## src/rtl/clk_div_pkg.sv

```systemverilog
// Shared constants and helpers for the multi-channel clock-enable generator.
package clk_div_pkg;

  localparam int DEF_N_CH    = 4;
  localparam int DEF_CNT_W   = 26;
  localparam int DEF_DIV_VAL = 262144;

  // Select width of a channel index; a single channel still needs one bit.
  function automatic int ch_width(input int n);
    return (n > 1) ? $clog2(n) : 1;
  endfunction

  localparam int DEF_CH_W = ch_width(DEF_N_CH);

  // A write target is ready unless it is a real channel already holding a divisor.
  // Out-of-range targets always look ready so the writer never stalls on them.
  function automatic logic cfg_ready_decode(input logic in_range, input logic pend_bit);
    return !in_range || !pend_bit;
  endfunction

endpackage

```

## src/rtl/clk_div_chan.sv

```systemverilog
// One divider slice: counter, active and pending divisor, tick and square-wave outputs.
module clk_div_chan
  import clk_div_pkg::*;
#(
  parameter int CNT_W   = DEF_CNT_W,
  parameter int DEF_DIV = DEF_DIV_VAL
) (
  input  logic             clk,
  input  logic             rst,
  input  logic             i_en,
  input  logic             i_sync,
  input  logic             i_load,
  input  logic [CNT_W-1:0] i_load_val,
  output logic             o_pending,
  output logic             o_tick,
  output logic             o_clk_div
);

  logic [CNT_W-1:0] r_cnt;
  logic [CNT_W-1:0] r_div;
  logic [CNT_W-1:0] r_pend_div;
  logic             r_pending;
  logic             r_tick;
  logic             r_clk_div;

  logic [CNT_W-1:0] w_div_m1;
  logic [CNT_W-1:0] w_cnt_p1;
  logic             w_terminal;

  assign w_div_m1   = r_div - CNT_W'(1);
  assign w_cnt_p1   = r_cnt + CNT_W'(1);
  assign w_terminal = (r_cnt == w_div_m1);

  // Divider state: sync beats stop, stop beats freeze, and a new divisor only lands on a period boundary.
  always_ff @(posedge clk or negedge rst) begin
    if (!rst) begin
      r_cnt      <= '0;
      r_div      <= CNT_W'(DEF_DIV);
      r_pend_div <= '0;
      r_pending  <= 1'b0;
      r_tick     <= 1'b0;
      r_clk_div  <= 1'b0;
    end else begin
      if (i_sync) begin
        r_cnt     <= '0;
        r_tick    <= 1'b0;
        r_clk_div <= 1'b0;
        if (r_pending) begin
          r_div     <= r_pend_div;
          r_pending <= 1'b0;
        end
      end else if (r_div == '0) begin
        r_cnt     <= '0;
        r_tick    <= 1'b0;
        r_clk_div <= 1'b0;
        if (r_pending) begin
          r_div     <= r_pend_div;
          r_pending <= 1'b0;
        end
      end else if (!i_en) begin
        r_tick <= 1'b0;
      end else if (w_terminal) begin
        r_cnt  <= '0;
        r_tick <= 1'b1;
        if (r_pending) begin
          r_div     <= r_pend_div;
          r_pending <= 1'b0;
          r_clk_div <= (r_pend_div == '0) ? 1'b0 : ~r_clk_div;
        end else begin
          r_clk_div <= ~r_clk_div;
        end
      end else begin
        r_cnt  <= w_cnt_p1;
        r_tick <= 1'b0;
      end
      if (i_load) begin
        r_pend_div <= i_load_val;
        r_pending  <= 1'b1;
      end
    end
  end

  assign o_pending = r_pending;
  assign o_tick    = r_tick;
  assign o_clk_div = r_clk_div;

endmodule

```

## src/rtl/clk_div_multi.sv

```systemverilog
// Multi-channel programmable clock-enable generator with a shared divisor write port.
module clk_div_multi
  import clk_div_pkg::*;
#(
  parameter  int N_CH    = DEF_N_CH,
  parameter  int CNT_W   = DEF_CNT_W,
  parameter  int DEF_DIV = DEF_DIV_VAL,
  localparam int CH_W    = ch_width(N_CH)
) (
  input  logic             clk,
  input  logic             rst,
  input  logic [N_CH-1:0]  en,
  input  logic             sync,
  input  logic             cfg_valid,
  output logic             cfg_ready,
  input  logic [CH_W-1:0]  cfg_ch,
  input  logic [CNT_W-1:0] cfg_div,
  output logic [N_CH-1:0]  pending,
  output logic [N_CH-1:0]  tick,
  output logic [N_CH-1:0]  clk_div
);

  logic            w_in_range;
  logic            w_pend_sel;
  logic            w_accept;
  logic [N_CH-1:0] w_load;

  assign w_in_range = ({1'b0, cfg_ch} < (CH_W + 1)'(N_CH));

  // Pick the pending flag of the addressed channel; unmatched indices read as not pending.
  always_comb begin
    w_pend_sel = 1'b0;
    for (int i = 0; i < N_CH; i++) begin
      if (cfg_ch == CH_W'(i)) begin
        w_pend_sel = pending[i];
      end
    end
  end

  assign cfg_ready = cfg_ready_decode(w_in_range, w_pend_sel);
  assign w_accept  = cfg_valid && cfg_ready;

  for (genvar gi = 0; gi < N_CH; gi++) begin : g_chan
    assign w_load[gi] = w_accept && (cfg_ch == CH_W'(gi));

    clk_div_chan #(
      .CNT_W   (CNT_W),
      .DEF_DIV (DEF_DIV)
    ) u_chan (
      .clk        (clk),
      .rst        (rst),
      .i_en       (en[gi]),
      .i_sync     (sync),
      .i_load     (w_load[gi]),
      .i_load_val (cfg_div),
      .o_pending  (pending[gi]),
      .o_tick     (tick[gi]),
      .o_clk_div  (clk_div[gi])
    );
  end

endmodule

```

## config.mk

```make
export PLATFORM = sky130hd
export DESIGN_NAME = clk_div_multi
export DESIGN_NICKNAME = d
export VERILOG_FILES = /design/src/rtl/clk_div_pkg.sv /design/src/rtl/clk_div_chan.sv /design/src/rtl/clk_div_multi.sv
export SDC_FILE = /design/constraint.sdc
export NUM_CORES = 1
export LEC_CHECK = 0
export BUFFER_PORTS_ARGS = -buffer_cell sky130_fd_sc_hd__buf_2
export CAP_MARGIN = 20
export CORE_MARGIN = 2
export CORE_UTILIZATION = 60
export DETAILED_ROUTE_END_ITERATION = 12
export PLACE_DENSITY_LB_ADDON = 0.08
export SYNTH_ARGS = -nofsm -noshare
export SYNTH_HDL_FRONTEND = slang
export SYNTH_SLANG_ARGS = --single-unit
```

## constraint.sdc

```tcl
create_clock -name clk -period 8.6 [get_ports clk]
set_input_delay 1.72 -clock clk [delete_from_list [all_inputs] [get_ports clk]]
set_output_delay 1.72 -clock clk [all_outputs]
set_load 0.02 [all_outputs]
```

# --- Word-level counts from Yosys, hierarchy flattened ---
# Index checks and enable logic that the tools add are counted.
# Widths: inputs -> output; s select.
op_classes:
  n_mul: 0
  bitwise_logic: 4
  n_mux: 100
  order_cmp: 0
  reduce_logical: 39
  add_sub_neg: 8
  n_div: 0
  n_eq_ne: 7
  shifts: 0
ops:
  columns: ["operator", "count"]
  rows:
  - ["$mux 26", 36]
  - ["$logic_not 26->1", 8]
  - ["$add 26x1->26 const B", 4]
  - ["$eq 26x26->1", 4]
  - ["$sub 26x1->26 const B", 4]
  - ["$mux 1", 64]
  - ["$reduce_bool 4->1", 8]
  - ["$reduce_bool 3->1", 8]
  - ["$reduce_and 2->1", 8]
  - ["$logic_and 1x1->1", 5]
  - ["$eq 2x2->1 const B", 2]
  - ["$not 1->1", 4]
  - ["$eq 2x1->1 const B", 1]
  - ["$logic_not 2->1", 1]
  - ["$logic_not 1->1", 1]
totals:
  latch_bits: 0
  mem_bits_ro: 0
  mem_bits_rw: 0
  register_bits: 324
  input_bits: 36
  memories: 0

# --- Logic depth before layout (Yosys ltp) ---
# Gate-level depths: netlist (run 1).
depth:
  word_depth: 10
  depth_mapped: 12

# --- Hierarchy ---
# Synthesis (run 1) repeated with hierarchy kept, for this count alone.
unflattened:
  cells_unflattened: 1638
  hier_area_um2: 18078.6
by_module_without_submodules:
  columns: ["mod", "seq_area_each_um2", "area_per_inst_um2", "cells_per_inst", "n_inst"]
  rows:
  - ["clk_div_chan at g_chan[0].u_chan ...", 2028.2, 4495.6, 406, 2]
  - ["clk_div_chan at g_chan[2].u_chan", 2028.2, 4530.6, 416, 1]
  - ["clk_div_chan at g_chan[3].u_chan", 2028.2, 4493.1, 403, 1]
  - ["clk_div_multi", 0.0, 63.8, 7, 1]

# --- Least setup slack after synthesis (run 1) ---
# No wires, ideal clock.
synth_timing:
  path_type: "input to output"
  startpoint: "input cfg_ch[0]"
  endpoint: "output cfg_ready"
  cell_stages: 2
  arrival_time_ns: 2.338
  path_buffers: 0
  required_time_ns: 6.880
  slack_ns: 4.542
  cell_sequence: "mux4_2 -> inv_1"
synth_between:
  elab_chain_len: 6
  word_cells_on_any_way: 9
  cone_classes: "eq/ne: 3; mux: 4; reduce/logical: 2"
synth_rtl:
  columns: ["element", "line", "rtl"]
  rows:
  - ["start: declaration", "clk_div_multi.sv:16", "input logic [CH_W-1:0] cfg_ch,"]
  - ["$logic_not 2->1", "clk_div_multi.sv:34", "if (cfg_ch == CH_W'(i)) begin"]
  - ["$mux 1 (3 in series)", "clk_div_multi.sv:34", null]
  - ["$mux 1 (*)", "clk_div_multi.sv:34", null]
  - ["$logic_not 1->1 (*)", "clk_div_pkg.sv:18", "return !in_range || !pend_bit;"]
  - ["end: declaration", "clk_div_multi.sv:15", "output logic cfg_ready,"]
# Mark *: on every way between the ends. The rest lies on a longest branch, timed or not.

# --- Worst setup path in the final report (run 1) ---
# Ends and elaborated chain as after synthesis.

==> flow_summary.yaml, run 1 <==
global_route:
  grt_pass1_vias: 13100
  gr-total-overflow: 0
  grt_pass1_wl_um: 70000
  grt_max_degree: 171
  track_usage_pct: 28.1
  antenna_found_initial: 0
power:
  power_density_nw_per_um2: 283
  clockPowerShare_pct: 28.4
  power_switching_uw: 1950
  power_frac_comb_pct: 28.1
  power.internal_uw: 3630
  p_leak_uw: 0.00823
  sw_frac_of_total_pct: 35.0
  p_seq_share_pct: 43.5
  ir_worst_vdd_uv: 228
  finalPower_uw: 5580
detailed_routing:
  wirelength_um: 42900
  drt_iter0_markers: 885
  ant_nets: 0
  drc_errors: 0
  drt-pass1-iter-count: 5
  vias: 13200
  avgRoutedWirePerCell_um: 20.2
  detail_route.vias_per_cell: 6.21
die:
  initial_core_util_pct: 60.9
  core_area_um2: 29600
  boundaryPins: 49
  die_h_um: 177
  dieArea_um2: 31500
  placementRows: 63
  die_x_um: 177
clock_network:
  numClockSinks: 324
  cts_resized: 0
  clkTransAtPathRegs_ps: 60
  htreeDepth: 2
  post_cts_buffers: 0
  tritoncts: "yes"
  clk_latency_ps: 530
  cts_hold_buffers: 0
  clock_path_buffers: 3
  cts-root-buf: "clkbuf_16"
  numCtsBuffers: 36
timing:
  slew_violations: 0
  maxSlewHeadroom_pct: 25.2
  fmax_mhz: 223
  final.min_clock_period_ps: 4490
  setup_viol: 0
  tns_ps: 0
  period_share_pct: 52.2
  fin_skew_ps: 16.9
  tightest_slew_ps: 1110
  hold_viol_final: 0
  rsz0062_at_grt: "no"
finish:
  layout_common_cells: "320 x dfrtp_1, 184 x mux2_2, 163 x nor2_1, 135 x xor2_1, 86 x xnor2_1"
  final_cells: 2122
  syn_to_final_growth_pct: 9.21
  final_nets: 1748
  nFillCells: 2409
  drive_above_1_share_pct: 21.8
  mostFrequentLayoutCell: "dfrtp_1"
synthesis:
  yosys_warnings: 0
  syn-num-nets: 1734
  async_reset_ff_share_pct: 100
  ys_ff_latch: 324
  syn_area_um2: 18000
  synth.area.top_cells: "dfrtp_1 44%, mux2_2 11%, xor2_1 6.6%"
  seq_area_frac_synth_pct: 45.0
  synthFlopType: "dfrtp_1"
  synth_area_leader_cell: "dfrtp_1"
  netlist.area_leader.share_pct: 44.4
  ys_types: 94
  syn_area_per_cell_um2: 10.7
  synthCells: 1690
  synth-edff-count: 0
worst_setup_path:
  crit_fanout: 5
  critPathLaunchType: "input pin"
  worstPathArrival_ps: 2770
  endpoint_kind: "output port"
  path_class: "in -> out"
  cp.required_ps: 6880
min_path:
  min_path_type: "reg -> reg"
placement:
  gp_congestion: 0.903
  post-place-cells: 2055
  dp_hpwl_um: 30500
  io_buffers: 48
status:
  outcome: "complete, no violations"
flow_run:
  drv_cap: 0
[power groups by stage]
| stage | Clock (uW) | Sequential, uW | Combinational [uW] |
|---|---|---|---|
| 2_1_floorplan | 0 | 2210 | 1340 |
| 4_1_cts | 1620 | 2420 | 1550 |
| 3_3_place_gp | 0 | 2430 | 1490 |
| 3_5_place_dp | 0 | 2450 | 1540 |
| 5_1_grt | 1680 | 2490 | 1730 |
| 6_report | 1590 | 2430 | 1570 |
[worst paths after layout]
path	from	endpoint	slack, ps	depth (start not counted)
max	cfg_ch[0]	cfg_ready	4110	4
min	g_chan[3].u_chan.r_pend_div[24]$_DFFE_PN0P_	g_chan[3].u_chan.r_div[24]$_DFFE_PN0P_	530	1
min in group asynchronous	rst	g_chan[3].u_chan.r_cnt[6]$_DFFE_PN0P_	1180	1
max in group asynchronous	rst	g_chan[1].u_chan.r_div[16]$_DFFE_PN0P_	6060	2
min reg2reg	g_chan[3].u_chan.r_pend_div[24]$_DFFE_PN0P_	g_chan[3].u_chan.r_div[24]$_DFFE_PN0P_	530	1
max reg2reg	g_chan[1].u_chan.r_div[0]$_DFFE_PN0P_	g_chan[1].u_chan.r_div[13]$_DFFE_PN0P_	4290	10
[layer usage]
metal | part of all wire [%] | vias up | global-route usage, %
li1 | - | 6152 | -
met2 | 47 | 319 | 45.4
met5 | 0.15 | - | 1.60
met1 | 46 | 6640 | 39.5
met4 | 2.1 | 2 | 6.86
met3 | 5.1 | 61 | 4.56
[layout make-up]
cell class | count | area, um^2 | area share, %
antenna | 1 | 2.50 | 0.0127
clock buffer | 47 | 1000 | 5.09
clock inverter | 18 | 214 | 1.09
inverter | 28 | 105 | 0.534
multi-input combinational | 1251 | 9400 | 47.7
sequential | 324 | 8110 | 41.2
tap | 390 | 488 | 2.48
timing repair buffer | 63 | 373 | 1.89
[stage by stage]
stage	hold slack [ps]	worst slack, ps	instance area [um^2]	utilization [%]
2_1_floorplan	475	4540	18000	-
3_3_place_gp	491	4110	18500	62.3
3_5_place_dp	515	4100	18500	62.3
4_1_cts	534	4110	19700	66.4
5_1_grt	549	3970	19700	66.5
6_report	532	4110	19700	66.5
[kinds of logic after synthesis]
| kind of cell | Yosys count | synth area share [%] |
|---|---|---|
| buffers and inverters | 115 | 3.05 |
| DFF | 324 | 45.0 |
| xor gates and xnor gates | 222 | 10.9 |
| muxes | 222 | 14.3 |
| adders and majority gates | 8 | 0.555 |
| and+or+nand+nor | 650 | 19.9 |
| AOI/OAI and AO/OA | 149 | 6.40 |
[state kept, by name, summed over array words and instances (netlist names)]
signal / count
g_chan.u_chan.r_cnt: 104
g_chan.u_chan.r_div: 104
g_chan.u_chan.r_pend_div: 104
g_chan.u_chan.o_clk_div: 4
g_chan.u_chan.o_pending: 4
g_chan.u_chan.o_tick: 4
[cell usage after synthesis, types with 13 or more instances]
master,count
mux2_4,20
and3_1,31
nand3b_1,15
nor3_1,49
buf_4,13
a21oi_1,18
nand4_1,60
nor4_1,57
or4_1,16
inv_1,28
and4_1,15
dfrtp_1,320
nand2_1,72
o21ai_0,24
nor2_1,163
mux2_2,184
clkbuf_1,50
or3_1,17
nand3_1,70
xnor2_1,86
xor2_1,135
[critical path: stages]
cell and delay (ps):
buf_2 160, mux4_2 550, inv_1 150, buf_2 190
Note: power is estimated with default switching activity, not from simulation.
==> run 2, diff against run 1 <==
--- a/config.mk
+++ b/config.mk
@@ -8,7 +8,7 @@
 export BUFFER_PORTS_ARGS = -buffer_cell sky130_fd_sc_hd__buf_2
 export CAP_MARGIN = 20
 export CORE_MARGIN = 2
-export CORE_UTILIZATION = 60
+export CORE_UTILIZATION = 57
 export DETAILED_ROUTE_END_ITERATION = 12
 export PLACE_DENSITY_LB_ADDON = 0.08
 export SYNTH_ARGS = -nofsm -noshare
==> constraint.sdc (replaced) <==
create_clock -name clk -period 3.8 [get_ports clk]
set_input_delay 0.76 -clock clk [delete_from_list [all_inputs] [get_ports clk]]
set_output_delay 0.76 -clock clk [all_outputs]
set_load 0.02 [all_outputs]
==> flow_summary.yaml, run 2 (synthesized netlist as in run 1, its figures left out) <==
die:
  boundaryPins: 49
  placementRows: 65
  dieArea_um2: 33100
  core_area_um2: 31400
  initial_core_util_pct: 57.5
  die_h_um: 182
  die_x_um: 182
placement:
  io_buffers: 48
  post-place-cells: 2114
  dpl_cell_area_um2: 18900
  dp_hpwl_um: 31900
  dp_slack_ps: 126
  gp_congestion: 0.906
worst_setup_path:
  path_buf_inv: 2
  critPathLaunchType: "register"
  cpPeakStageDelay_ps: 630
  path_cells: "inv_1, ha_1, or4b_2, or4_1, nor3b_1, o22ai_1, nor4_1, nand4_1, o21ai_1, buf_4, nor2_1"
  cp_slowest_cell: "or4b_2"
  cp.required_ps: 4200
  crit_fanout: 14
  cp_top_family: "simple AND/OR/NAND/NOR gates"
  worstPathArrival_ps: 4040
  worst-path-stages: 11
  rrSetupSlack_ps: 150
  path_class: "reg -> reg"
  reg2reg_depth: 11
  endpoint_kind: "register"
global_route:
  grt_max_degree: 84
  antenna_found_initial: 3
  grt_use_met2_pct: 44.1
  grt_pass1_vias: 13300
  met1_usage_pct: 39.1
  grt_pass1_wl_um: 72600
  gr-total-overflow: 0
  grt_use_met3_pct: 4.75
  grt.busiest_layer: "met2"
  track_usage_pct: 27.5
finish:
  multiInputGateArea_um2: 9420
  register_area_um2: 8110
  mostFrequentLayoutCell: "dfrtp_1"
  final_nets: 1796
  drive_above_1_share_pct: 24.0
  final_cells: 2183
  fin_area_um2: 20100
  nFillCells: 2542
  antenna_cells: 0
  layout_common_cells: "320 x dfrtp_1, 184 x mux2_2, 163 x nor2_1, 135 x xor2_1, 86 x xnor2_1"
  top_regs: "g_chan.u_chan.r_cnt: 104 flops, g_chan.u_chan.r_div: 104 flops, g_chan.u_chan.r_pend_div: 104 flops"
  syn_to_final_growth_pct: 11.7
timing:
  tns_ps: 0
  rsz0062_at_grt: "no"
  setup_viol: 0
  period_share_pct: 95.9
  final.min_clock_period_ps: 3650
  slew_violations: 0
  maxSlewHeadroom_pct: 51.2
  fin_skew_ps: 14.7
  hold_viol_final: 0
  tightest_slew_ps: 722
  fmax_mhz: 274
  timing.final.ws_setup_ps: 155
detailed_routing:
  detail_route.vias_per_cell: 6.09
  avgRoutedWirePerCell_um: 20.5
  wirelength_um: 44700
  drc_errors: 0
  drt_iter0_markers: 893
  vias: 13300
  drt-pass1-iter-count: 5
  ant_nets: 0
status:
  outcome: "complete, no violations"
clock_network:
  tritoncts: "yes"
  clk_latency_ps: 520
  cts-root-buf: "clkbuf_16"
  numCtsBuffers: 37
  clock_path_buffers: 3
  numClockSinks: 324
  cts_hold_buffers: 0
  htreeDepth: 2
  clkTransAtPathRegs_ps: 60
power:
  power_density_nw_per_um2: 640
  ir_worst_vdd_uv: 469
  finalPower_uw: 12900
  p_leak_uw: 0.00849
min_path:
  min_path_type: "in -> async"
flow_run:
  drv_cap: 0
[run 2: path summary, 6_finish.rpt]
| check | from | to |
|---|---|---|
| min reg2reg | g_chan[3].u_chan.r_pend_div[24]$_DFFE_PN0P_ | g_chan[3].u_chan.r_div[24]$_DFFE_PN0P_ |
| min | rst | g_chan[3].u_chan.r_cnt[6]$_DFFE_PN0P_ |
| max reg2reg | g_chan[3].u_chan.r_div[0]$_DFFE_PN0P_ | g_chan[3].u_chan.r_cnt[11]$_DFFE_PN0P_ |
| max in group asynchronous | rst | g_chan[1].u_chan.r_div[18]$_DFFE_PN1P_ |
| min in group clk | g_chan[3].u_chan.r_pend_div[24]$_DFFE_PN0P_ | g_chan[3].u_chan.r_div[24]$_DFFE_PN0P_ |
| max | g_chan[3].u_chan.r_div[0]$_DFFE_PN0P_ | g_chan[3].u_chan.r_cnt[11]$_DFFE_PN0P_ |
[run 2: power by group]
part	leakage (uW)	switching (uW)	internal (uW)	total (uW)
registers	0.00410	1130	4280	5410
clock network	0.000590	1430	2110	3540
logic	0.00380	1950	1990	3950
total	0.00849	4510	8390	12900
[run 2: area by class of cell]
class,instances,share of cell area [%]
Sequential cell,324,40.3
Clock buffer,54,5.52
Multi-Input combinational cell,1252,46.7
Tap cell,402,2.50
Inverter,28,0.522
Clock inverter,14,0.584
Timing Repair Buffer,109,3.86
[run 2: through the flow]
stage / utilization (%) / hold WS (ps)
2_1_floorplan: - / 464
6_report: 64.2 / 221
3_3_place_gp: 60.2 / 496
3_5_place_dp: 60.2 / 504
5_1_grt: 64.2 / 283
4_1_cts: 64.1 / 262
[run 2: timing repair]
item / in CTS / in global routing
endpoints found under the setup margin: 0 / 52
buffers inserted: 0 / 0
gates resized for setup: 0 / 3
[run 2: per-layer routing]
metal / wire length (um) / vias to the layer above / share of wire [%]
li1: - / 6265 / -
met1: 20600 / 6662 / 46
met2: 20900 / 311 / 47
met3: 2250 / 65 / 5.0
met4: 916 / 0 / 2.1
met5: 0 / - / 0
